`config.mk`:
```
export PLATFORM = sky130hd
export DESIGN_NAME = ps2_kbd_rx_flat
export DESIGN_NICKNAME = d
export VERILOG_FILES = /design/src/rtl/ps2_kbd_rx_if.sv /design/src/rtl/ps2_kbd_rx.sv /design/src/flat_wrapper.sv
export SDC_FILE = /design/constraint.sdc
export NUM_CORES = 1
export LEC_CHECK = 0
export CAP_MARGIN = 20
export CORE_UTILIZATION = 40
export DETAILED_ROUTE_END_ITERATION = 8
export DONT_BUFFER_PORTS = 1
export GPL_ROUTABILITY_DRIVEN = 0
export SLEW_MARGIN = 30
export SYNTH_ARGS = -nofsm -noshare
export SYNTH_HDL_FRONTEND = slang
export SYNTH_SLANG_ARGS = --single-unit
```
`constraint.sdc`:
```
create_clock -name clk -period 3 [get_ports clk]
set_input_delay 0.6 -clock clk [delete_from_list [all_inputs] [get_ports clk]]
set_output_delay 0.6 -clock clk [all_outputs]
set_load 0.01 [all_outputs]
```
`src/rtl/ps2_kbd_rx_if.sv`:
```
// FIFO-side bus of the PS/2 keyboard receiver: pop handshake, head byte and status flags.
interface ps2_kbd_rx_if;
  logic       rd_en;
  logic [7:0] data;
  logic       ready;
  logic       overflow;
  logic       frame_err;

  modport master (input rd_en, output data, ready, overflow, frame_err);
  modport slave  (output rd_en, input data, ready, overflow, frame_err);
endinterface

```
`src/rtl/ps2_kbd_rx.sv`:
```
// PS/2 keyboard receiver: synchronizes the PS/2 pins, checks 11-bit frames, queues bytes
// in a small FIFO and tracks the currently held key for the display logic.
module ps2_kbd_rx #(
  parameter int FIFO_AW = 3,
  parameter int TIMEOUT = 5000
) (
  input  logic         clk,
  input  logic         rst,
  input  logic         ps2_clk,
  input  logic         ps2_data,
  ps2_kbd_rx_if.master bus,
  output logic [7:0]   cur_key,
  output logic         key_ext,
  output logic         key_down,
  output logic [7:0]   press_count
);
  localparam int DEPTH = 1 << FIFO_AW;
  localparam int IW    = $clog2(TIMEOUT + 1);

  typedef enum logic [1:0] {IDLE, EXT, BRK, EXT_BRK} trk_state_t;

  logic [2:0]         clk_sync, data_sync;
  logic               fall, bit_in, last, frame_ok, wr;
  logic [3:0]         bit_cnt;
  logic [IW-1:0]      idle_cnt;
  logic [9:0]         shreg;
  logic [7:0]         rx_byte;
  logic [7:0]         mem [DEPTH];
  logic [FIFO_AW-1:0] wp, rp;
  logic [FIFO_AW:0]   cnt;
  logic               full, pop, push;
  trk_state_t         state, state_nxt;
  logic               is_make, is_brk, ext_flag, same_key;

  // Stage 0: synchronizers and edge detect; [2] is the older stage.
  assign fall     = clk_sync[2] & ~clk_sync[1];
  assign bit_in   = data_sync[1];
  assign last     = fall && (bit_cnt == 4'd10);
  assign rx_byte  = shreg[8:1];
  assign frame_ok = ~shreg[0] & bit_in & (^shreg[9:1]);
  assign wr       = last & frame_ok;

  always_ff @(posedge clk) begin
    if (rst) begin
      clk_sync      <= 3'b111;
      data_sync     <= 3'b111;
      bit_cnt       <= 4'd0;
      idle_cnt      <= '0;
      bus.frame_err <= 1'b0;
    end else begin
      clk_sync      <= {clk_sync[1:0], ps2_clk};
      data_sync     <= {data_sync[1:0], ps2_data};
      bus.frame_err <= last & ~frame_ok;
      if (fall) begin
        idle_cnt <= '0;
        bit_cnt  <= (bit_cnt == 4'd10) ? 4'd0 : bit_cnt + 4'd1;
      end else begin
        if (idle_cnt != IW'(TIMEOUT))
          idle_cnt <= idle_cnt + IW'(1);
        if (bit_cnt != 4'd0 && idle_cnt == IW'(TIMEOUT))
          bit_cnt <= 4'd0;
      end
    end
  end

  // Bits shift in from the top so the start bit lands in shreg[0] after ten edges.
  always_ff @(posedge clk) begin
    if (fall)
      shreg <= {bit_in, shreg[9:1]};
  end

  // Stage 1: FIFO; a pop in the same cycle frees the slot for a write into a full FIFO.
  assign pop  = bus.rd_en && (cnt != '0);
  assign full = (cnt == (FIFO_AW+1)'(DEPTH));
  assign push = wr && (!full || pop);

  always_ff @(posedge clk) begin
    if (push)
      mem[wp] <= rx_byte;
  end

  always_ff @(posedge clk) begin
    if (rst) begin
      wp           <= '0;
      rp           <= '0;
      cnt          <= '0;
      bus.overflow <= 1'b0;
    end else begin
      if (push)
        wp <= wp + FIFO_AW'(1);
      if (pop)
        rp <= rp + FIFO_AW'(1);
      cnt <= cnt + (FIFO_AW+1)'(push) - (FIFO_AW+1)'(pop);
      if (wr && !push)
        bus.overflow <= 1'b1;
      else if (pop)
        bus.overflow <= 1'b0;
    end
  end

  assign bus.ready = (cnt != '0);
  assign bus.data  = bus.ready ? mem[rp] : 8'h00;

  // Stage 1: key tracker, fed with every accepted byte.
  always_ff @(posedge clk) begin
    if (rst) state <= IDLE;
    else     state <= state_nxt;
  end

  always_comb begin
    state_nxt = state;
    is_make   = 1'b0;
    is_brk    = 1'b0;
    ext_flag  = 1'b0;
    if (wr) begin
      case (state)
        IDLE: begin
          if (rx_byte == 8'hE0)      state_nxt = EXT;
          else if (rx_byte == 8'hF0) state_nxt = BRK;
          else                       is_make   = 1'b1;
        end
        EXT: begin
          if (rx_byte == 8'hF0) state_nxt = EXT_BRK;
          else begin
            is_make   = 1'b1;
            ext_flag  = 1'b1;
            state_nxt = IDLE;
          end
        end
        BRK: begin
          is_brk    = 1'b1;
          state_nxt = IDLE;
        end
        EXT_BRK: begin
          is_brk    = 1'b1;
          ext_flag  = 1'b1;
          state_nxt = IDLE;
        end
        default: state_nxt = IDLE;
      endcase
    end
  end

  assign same_key = (rx_byte == cur_key) && (ext_flag == key_ext);

  always_ff @(posedge clk) begin
    if (rst) begin
      cur_key     <= 8'h00;
      key_ext     <= 1'b0;
      key_down    <= 1'b0;
      press_count <= 8'h00;
    end else if (is_make && !(key_down && same_key)) begin
      cur_key     <= rx_byte;
      key_ext     <= ext_flag;
      key_down    <= 1'b1;
      press_count <= press_count + 8'd1;
    end else if (is_brk && same_key) begin
      cur_key  <= 8'h00;
      key_ext  <= 1'b0;
      key_down <= 1'b0;
    end
  end
endmodule
```
`src/flat_wrapper.sv`:
```
// flat-port wrapper written by rule: the top's interface ports become plain ports
module ps2_kbd_rx_flat 
#(
  parameter int FIFO_AW = 3,
  parameter int TIMEOUT = 5000
)
  (clk, rst, ps2_clk, ps2_data, cur_key, key_ext, key_down, press_count, bus_rd_en, bus_data, bus_ready, bus_overflow, bus_frame_err);
  ps2_kbd_rx_if bus_i ();
  input  logic clk;
  input  logic rst;
  input  logic ps2_clk;
  input  logic ps2_data;
  output logic [7:0] cur_key;
  output logic key_ext;
  output logic key_down;
  output logic [7:0] press_count;
  input wire logic [$bits(bus_i.rd_en)-1:0] bus_rd_en;
  output wire logic [$bits(bus_i.data)-1:0] bus_data;
  output wire logic [$bits(bus_i.ready)-1:0] bus_ready;
  output wire logic [$bits(bus_i.overflow)-1:0] bus_overflow;
  output wire logic [$bits(bus_i.frame_err)-1:0] bus_frame_err;
  assign bus_i.rd_en = bus_rd_en;
  assign bus_data = bus_i.data;
  assign bus_ready = bus_i.ready;
  assign bus_overflow = bus_i.overflow;
  assign bus_frame_err = bus_i.frame_err;
  ps2_kbd_rx #(.FIFO_AW(FIFO_AW), .TIMEOUT(TIMEOUT)) u_core (.clk(clk), .rst(rst), .ps2_clk(ps2_clk), .ps2_data(ps2_data), .bus(bus_i), .cur_key(cur_key), .key_ext(key_ext), .key_down(key_down), .press_count(press_count));
endmodule
```
=== Yosys cells after proc, flatten, opt, wreduce, memory -nomap -nowiden ===
Memories as Yosys holds them, arrays and structs flattened. A register that Yosys moved wholly into a read port is not among the register bits.
Cells that the tools add are included.
Widths: inputs -> output; s select.

* Bits in registers: 64
* Bits in writable memories: 64
* Input bits: 5
* Memories: 1

* Add/subtract/negate cells: 7
* Equality and inequality tests: 12
* Mux-type cells: 27
* Bitwise operators: 8
* Reductions and logical operators: 23

{| class="wikitable"
|+ Memory list
! memory !! words !! width !! read ports !! clocked after Yosys merged registers in !! wr ports !! line !! RTL
|-
| u_core.mem || 8 || 8 || 1 || 1 || 1 || ps2_kbd_rx.sv:28 || <nowiki>logic [7:0] mem [DEPTH];</nowiki>
|}

{| class="wikitable"
|+ Operators with widths
! kind !! number
|-
| $mux 8 || 3
|-
| $eq 8x8->1 const B || 2
|-
| $add 13x1->13 const B || 1
|-
| $eq 13x13->1 const B || 1
|-
| $mux 1 || 13
|-
| $ne 13x13->1 const B || 1
|-
| $mux 4 || 3
|-
| $logic_and 1x1->1 || 9
|-
| $reduce_xor 9->1 || 1
|-
| $add 8x1->8 const B || 1
|-
| $eq 4x4->1 const B || 2
|-
| $eq 8x8->1 || 1
|-
| $reduce_bool 4->1 || 2
|-
| $add 3x1->3 const B || 2
|-
| $mux 2 || 3
|-
| $mux 3 || 2
|-
| $pmux 2 s3 || 1
|-
| $reduce_bool 2->1 || 3
|-
| $and 1x1->1 || 5
|-
| $add 4x1->4 || 1
|-
| $add 4x1->4 const B || 1
|-
| $eq 2x2->1 const B || 2
|-
| $pmux 1 s2 || 2
|-
| $reduce_or 2->1 || 2
|-
| other kinds (9) || 13
|}

=== Logic depth before layout (Yosys ltp) ===
* Depth after elaboration: 11
* Depth in mapped cells: 14
* Mapped depth without buffers: 12

=== Worst setup path after synthesis ===
No wires, ideal clock.

* Path kind: reg2reg
* Start: reg u_core.shreg[1]
* End: mem u_core.mem[0][0], enable pin
* Library setup time: 383 ps
* Arrival: 2794 ps
* Data required time: 2617 ps
* Path slack: -178 ps
* Cell stages (with the launch flop): 8
* Buffers on the path: 0
* Clock period less this slack: 3178 ps
* Cells stage by stage: edfxtp_1 > inv_1 > ha_1 > xnor3_1 > xnor2_1 > nor4_1 > nand2b_1 > nor3_1

* Longest elaborated chain between the ends: 6

{| class="wikitable"
|+ RTL lines
! what !! line !! RTL
|-
| start: declaration || ps2_kbd_rx.sv:26 || <nowiki>logic [9:0] shreg;</nowiki>
|-
| start signal: assignment || ps2_kbd_rx.sv:69 || <nowiki>shreg <= {bit_in, shreg[9:1]};</nowiki>
|-
| $reduce_xor 9->1 || ps2_kbd_rx.sv:40 || <nowiki>assign frame_ok = ~shreg[0] & bit_in & (^shreg[9:1]);</nowiki>
|-
| $and 1x1->1 || ps2_kbd_rx.sv:40 ||
|-
| $and 1x1->1 || ps2_kbd_rx.sv:41 || <nowiki>assign wr = last & frame_ok;</nowiki>
|-
| $logic_and 1x1->1 || ps2_kbd_rx.sv:75 || <nowiki>assign push = wr && (!full || pop);</nowiki>
|-
| via u_core.push || ps2_kbd_rx.sv:31 || <nowiki>logic full, pop, push;</nowiki>
|-
| $mux 1 || ps2_kbd_rx.sv:78 || <nowiki>if (push)</nowiki>
|-
| $mux 1 (not written as such) || ps2_kbd_rx.sv:79 || <nowiki>mem[wp] <= rx_byte;</nowiki>
|-
| end: declaration || ps2_kbd_rx.sv:28 ||
|}

The timed path passes the listed nets, and every way through them passes these cells.

=== Worst setup path after layout ===
* Start: reg u_core.shreg[1]
* End: reg u_core.press_count[7]

* Longest elaborated chain between the ends: 9
* Elaborated cells between the ends (all ways): 17
* Those cells by class: 4 x eq/ne; 6 x mux; 2 x bitwise; 5 x reduce/logical

{| class="wikitable"
|+ RTL lines
! what !! line !! RTL
|-
| $eq 8x8->1 / $reduce_xor 9->1 (equally long branches) || ps2_kbd_rx.sv:119, ps2_kbd_rx.sv:123, ps2_kbd_rx.sv:40 ||
|-
| $mux 1 / $and 1x1->1 (equally long branches) || ps2_kbd_rx.sv:119, ps2_kbd_rx.sv:123, ps2_kbd_rx.sv:40 ||
|-
| $pmux 1 s2 / $and 1x1->1 (equally long branches) || ps2_kbd_rx.sv:116, ps2_kbd_rx.sv:41 ||
|-
| $mux 1 || ps2_kbd_rx.sv:115 || <nowiki>if (wr) begin</nowiki>
|-
| $eq 1x1->1 || ps2_kbd_rx.sv:144 || <nowiki>assign same_key = (rx_byte == cur_key) && (ext_flag == key_ext);</nowiki>
|-
| $logic_and 1x1->1 || ps2_kbd_rx.sv:144 ||
|-
| $logic_and 1x1->1 || ps2_kbd_rx.sv:152 || <nowiki>end else if (is_make && !(key_down && same_key)) begin</nowiki>
|-
| $logic_not 1->1 || ps2_kbd_rx.sv:152 ||
|-
| $logic_and 1x1->1 (*) || ps2_kbd_rx.sv:152 ||
|-
| end signal: assignment || ps2_kbd_rx.sv:156 || <nowiki>press_count <= press_count + 8'd1;</nowiki>
|-
| end: declaration || ps2_kbd_rx.sv:15 || <nowiki>output logic [7:0] press_count</nowiki>
|}

Every way passes the cells marked *; elsewhere a longest branch is shown, timed or not.
A chain may end at the register's enable or synchronous reset.

==> metrics.cfg <==
[die]
core_mm2=0.01330
die-height_um=119.0
initial_core_util_pct=41.16
design.die.area_mm2=0.01415
die_w_um=119.0
floorplan.io_pins=34
standard_cell_row_count=42

[logic_synthesis]
netlist_instances=418
synth_seq_cells=131
ys_warn_count=0
synth_adder_area_share_pct=4.710
synth.avg_cell_area_um2=13.09
synth_top_family_by_area=simple AND/OR/NAND/NOR gates
synth.cell_area_mm2=0.005473
synth_simple_gate_area_share_pct=12.44
netlist-cell-type-count=53
synth_ff_type=sky130_fd_sc_hd__edfxtp_1
yosysSeqAreaShare_pct=61.45
async_reset_ff_share_pct=0
synthXorXnorAreaFrac_pct=5.373
synth_compound_area_share_pct=4.870
number_of_synthesized_flops_with_an_enable_pin=74
postSynthNetCount=443
post_synth_mux_area_share_pct=8.802

[global_routing]
via_count_of_the_first_global_routing_pass=3396
grt_max_degree=39
grt_antenna_before_repair=0
groute.usage.overall_pct=16.67
grt_pass1_wl_um=17820
grt-ovfl-total=0

[cts]
cts-buffers-inserted=17
clockBufferDepth=2
clk_pin_slew_worst_paths_ns=0.06
cts_repair_resize_count=0
worstSkewPairLatency_ns=0.42
cts.hold.buffers_added=0
ctsHtreeMaxLevel=4
clock-root-buffer=sky130_fd_sc_hd__clkbuf_16
postCtsSetupRepairBufs=0
clk_sinks=131
cts_tree=done

[setup_path]
crit_path_max_incr_delay_ns=0.53
critPathLaunch=u_core.shreg[1]
kind_of_cell_adding_the_most_delay_to_the_critical_path=simple AND/OR/NAND/NOR gates
cp-end-kind=flip-flop
crit_path_top_delay_cell=sky130_fd_sc_hd__or4b_4
cells_traversed_along_the_worst_timing_path=inv_1 > ha_1 > xnor3_1 > xnor2_1 > or4b_4 > or2_1 > or4_1 > a21oi_1
critPathCapture=u_core.press_count[7]
start_to_end_type_of_the_worst_setup_path=flip-flop to flip-flop
crit_buf_inv=1
crit_arrival_ns=3.16
reg2reg_from=u_core.shreg[1]
timing.rr.end=u_core.press_count[7]
required_time_reported_for_the_critical_path_endpoint_ns=3.35
cp_max_fo=7
startpoint_type=flip-flop
r2r.worst_path.cells=8
reg2reg_setup_slack_ns=0.19
worst-path-stages=8

[place]
place.detailed.instances=605
port_buffers=0
place.detailed.hpwl_um=7257

[timing]
setup_failing_eps_final=0
timing_worst_slew_pin_value_ns=0.6274
clock.fmax_mhz=356.0
report.final.hold_viol_count=0
grt_setup_unrepaired=no
finalMaxSlewViolations=0
period_needed_ns=2.809
finalClockSkew_ns=0.008702
timing.slew.headroom_pct=57.85
setup_total_negative_slack_ns=0
final.period_utilization_pct=93.64

[pwr]
leakagePower_nw=2.254
ir_worst_vdd_v=0.0003807
total_power_mw=4.762
powerDensity_mw_per_mm2=742.5

[detailed_routing]
number_of_vias_after_detailed_routing=3261
drt-vias-per-instance=5.127
post_drt_wl_per_cell_um=16.51
drt_pass1_iterations=4
wl_met3_um=484
met2RoutedLength_um=5087
wirelength_met1_um=4717
route.antenna.remaining_nets=0
wl_um=10500
top_sig_layer=met4
drtIter0Drc=210
drc_errors=0

[layout]
antenna_cells=0
fillerInstances=1169
num-nets-final=473
post_layout_nonfiller_instances=636
share_of_cells_above_drive_strength_1_pct=17.83
syn_to_final_growth_pct=17.19

[hold_path]
min_path_type=input port to flip-flop

[flow_run]
maximum_capacitance_violations=0

[outcome]
status=finished clean

through the flow:
stage | cell area [um2] | setup WS [ns] | hold WS (ns) | utilization [%]
floorplan | 5483 | 0.02836 | 0.3895 | -
finish | 6414 | 0.1907 | 0.2534 | 48.24
global placement | 5833 | 0.2764 | 0.3962 | 43.87
detailed placement | 5833 | 0.2222 | 0.3952 | 43.87
global route | 6414 | 0.03957 | 0.2218 | 48.24
CTS | 6414 | 0.1927 | 0.2279 | 48.24
cells in the final DEF, fill, tap and decap left out, types with 5 or more instances in the layout:
cell	instances
sky130_fd_sc_hd__a22o_1	8
sky130_fd_sc_hd__inv_1	21
sky130_fd_sc_hd__xnor2_1	21
sky130_fd_sc_hd__edfxtp_1	74
sky130_fd_sc_hd__mux4_2	16
sky130_fd_sc_hd__a21oi_1	14
sky130_fd_sc_hd__dfxtp_1	57
sky130_fd_sc_hd__or2_2	5
sky130_fd_sc_hd__mux2i_1	11
sky130_fd_sc_hd__nor2_1	52
sky130_fd_sc_hd__nor3_1	5
sky130_fd_sc_hd__nand2_1	14
sky130_fd_sc_hd__ha_1	19
sky130_fd_sc_hd__nand2b_1	7
sky130_fd_sc_hd__clkbuf_16	17
sky130_fd_sc_hd__xor2_1	10
sky130_fd_sc_hd__and3_1	5
sky130_fd_sc_hd__nand3_1	16
sky130_fd_sc_hd__buf_4	24
sequential cells by signal, indices dropped and copies added, names as in the netlist, named ones only:
signal                count
u_core.bus.overflow       1
u_core.data_sync          2
u_core.press_count        8
u_core.clk_sync           3
u_core.idle_cnt          13
u_core.state              2
u_core.shreg             10
u_core.key_down           1
u_core.cnt                4
u_core.key_ext            1
u_core.wp                 3
u_core.bit_cnt            4
u_core.cur_key            8
u_core.rp                 3
u_core.bus.frame_err      1
u_core.mem               64
cell families (layout without fill, tap and decap cells):
kind of cell,after synthesis,count (layout)
muxes,28,28
adders and majority gates,20,20
buffers and inverters,34,76
DFF,131,131
AOI/OAI and AO/OA,39,39
and+or+nand+nor,134,134
xor gates and xnor gates,32,32
synthesized netlist by cell type, types with 2 or more instances:
library cell | number | share of area (%)
sky130_fd_sc_hd__nor2_1 | 52 | 3.6
sky130_fd_sc_hd__nor4b_1 | 2 | 0.32
sky130_fd_sc_hd__nand3_1 | 16 | 1.5
sky130_fd_sc_hd__a22o_1 | 8 | 1.3
sky130_fd_sc_hd__a21oi_1 | 14 | 1.3
sky130_fd_sc_hd__mux4_2 | 16 | 6.6
sky130_fd_sc_hd__buf_1 | 5 | 0.34
sky130_fd_sc_hd__mux2i_1 | 11 | 2.0
sky130_fd_sc_hd__or2_2 | 5 | 0.57
sky130_fd_sc_hd__nand4_1 | 4 | 0.46
sky130_fd_sc_hd__xnor2_1 | 21 | 3.4
sky130_fd_sc_hd__clkbuf_1 | 7 | 0.48
sky130_fd_sc_hd__or3_1 | 3 | 0.34
sky130_fd_sc_hd__edfxtp_1 | 74 | 41
sky130_fd_sc_hd__nand2b_1 | 7 | 0.80
sky130_fd_sc_hd__ha_1 | 19 | 4.3
sky130_fd_sc_hd__and2_1 | 2 | 0.23
sky130_fd_sc_hd__xor2_1 | 10 | 1.6
sky130_fd_sc_hd__nor3_1 | 7 | 0.64
sky130_fd_sc_hd__and3_1 | 5 | 0.57
sky130_fd_sc_hd__nor2b_1 | 3 | 0.34
sky130_fd_sc_hd__inv_1 | 21 | 1.4
sky130_fd_sc_hd__dfxtp_1 | 57 | 21
sky130_fd_sc_hd__o21ai_0 | 4 | 0.37
sky130_fd_sc_hd__a31oi_1 | 2 | 0.23
sky130_fd_sc_hd__nand2_1 | 14 | 0.96
sky130_fd_sc_hd__nor4_1 | 3 | 0.34
layout make-up:
cell class	count	area [um2]	share of cell area, %
clock buffers	17	425.4	6.633
clock inverters	14	155.1	2.419
inverters	21	78.83	1.229
multi-input cells	253	1991	31.04
flip-flops and latches	131	3363	52.44
well taps	176	220.2	3.433
repair buffers	24	180.2	2.809
worst min path at each step:
stage,start,to,slack [ns],cells after the start
finish,rst,u_core.press_count[3],0.25,1
global route,rst,u_core.state[1],0.22,1
CTS,rst,u_core.press_count[0],0.23,1
detailed placement,u_core.data_sync[0],u_core.data_sync[1],0.40,1
global placement,u_core.data_sync[0],u_core.data_sync[1],0.40,1
floorplan,u_core.clk_sync[0],u_core.clk_sync[1],0.39,1
report_power, final:
part | total, mW | leakage [nW] | internal, mW | switching [mW]
Sequential | 1.97 | 1.13 | 1.94 | 0.0319
Clock | 2.02 | 0.276 | 1.23 | 0.791
Combinational | 0.767 | 0.850 | 0.351 | 0.416
Total | 4.76 | 2.25 | 3.52 | 1.24
per-layer routing:
| layer | global-route usage [%] | vias to the layer above |
|---|---|---|
| li1 | - | 1578 |
| met1 | 20.31 | 1605 |
| met2 | 26.68 | 62 |
| met3 | 5.699 | 16 |
| met4 | 7.516 | 0 |
| met5 | 0 | - |
Power figures use the tool's default switching activity.
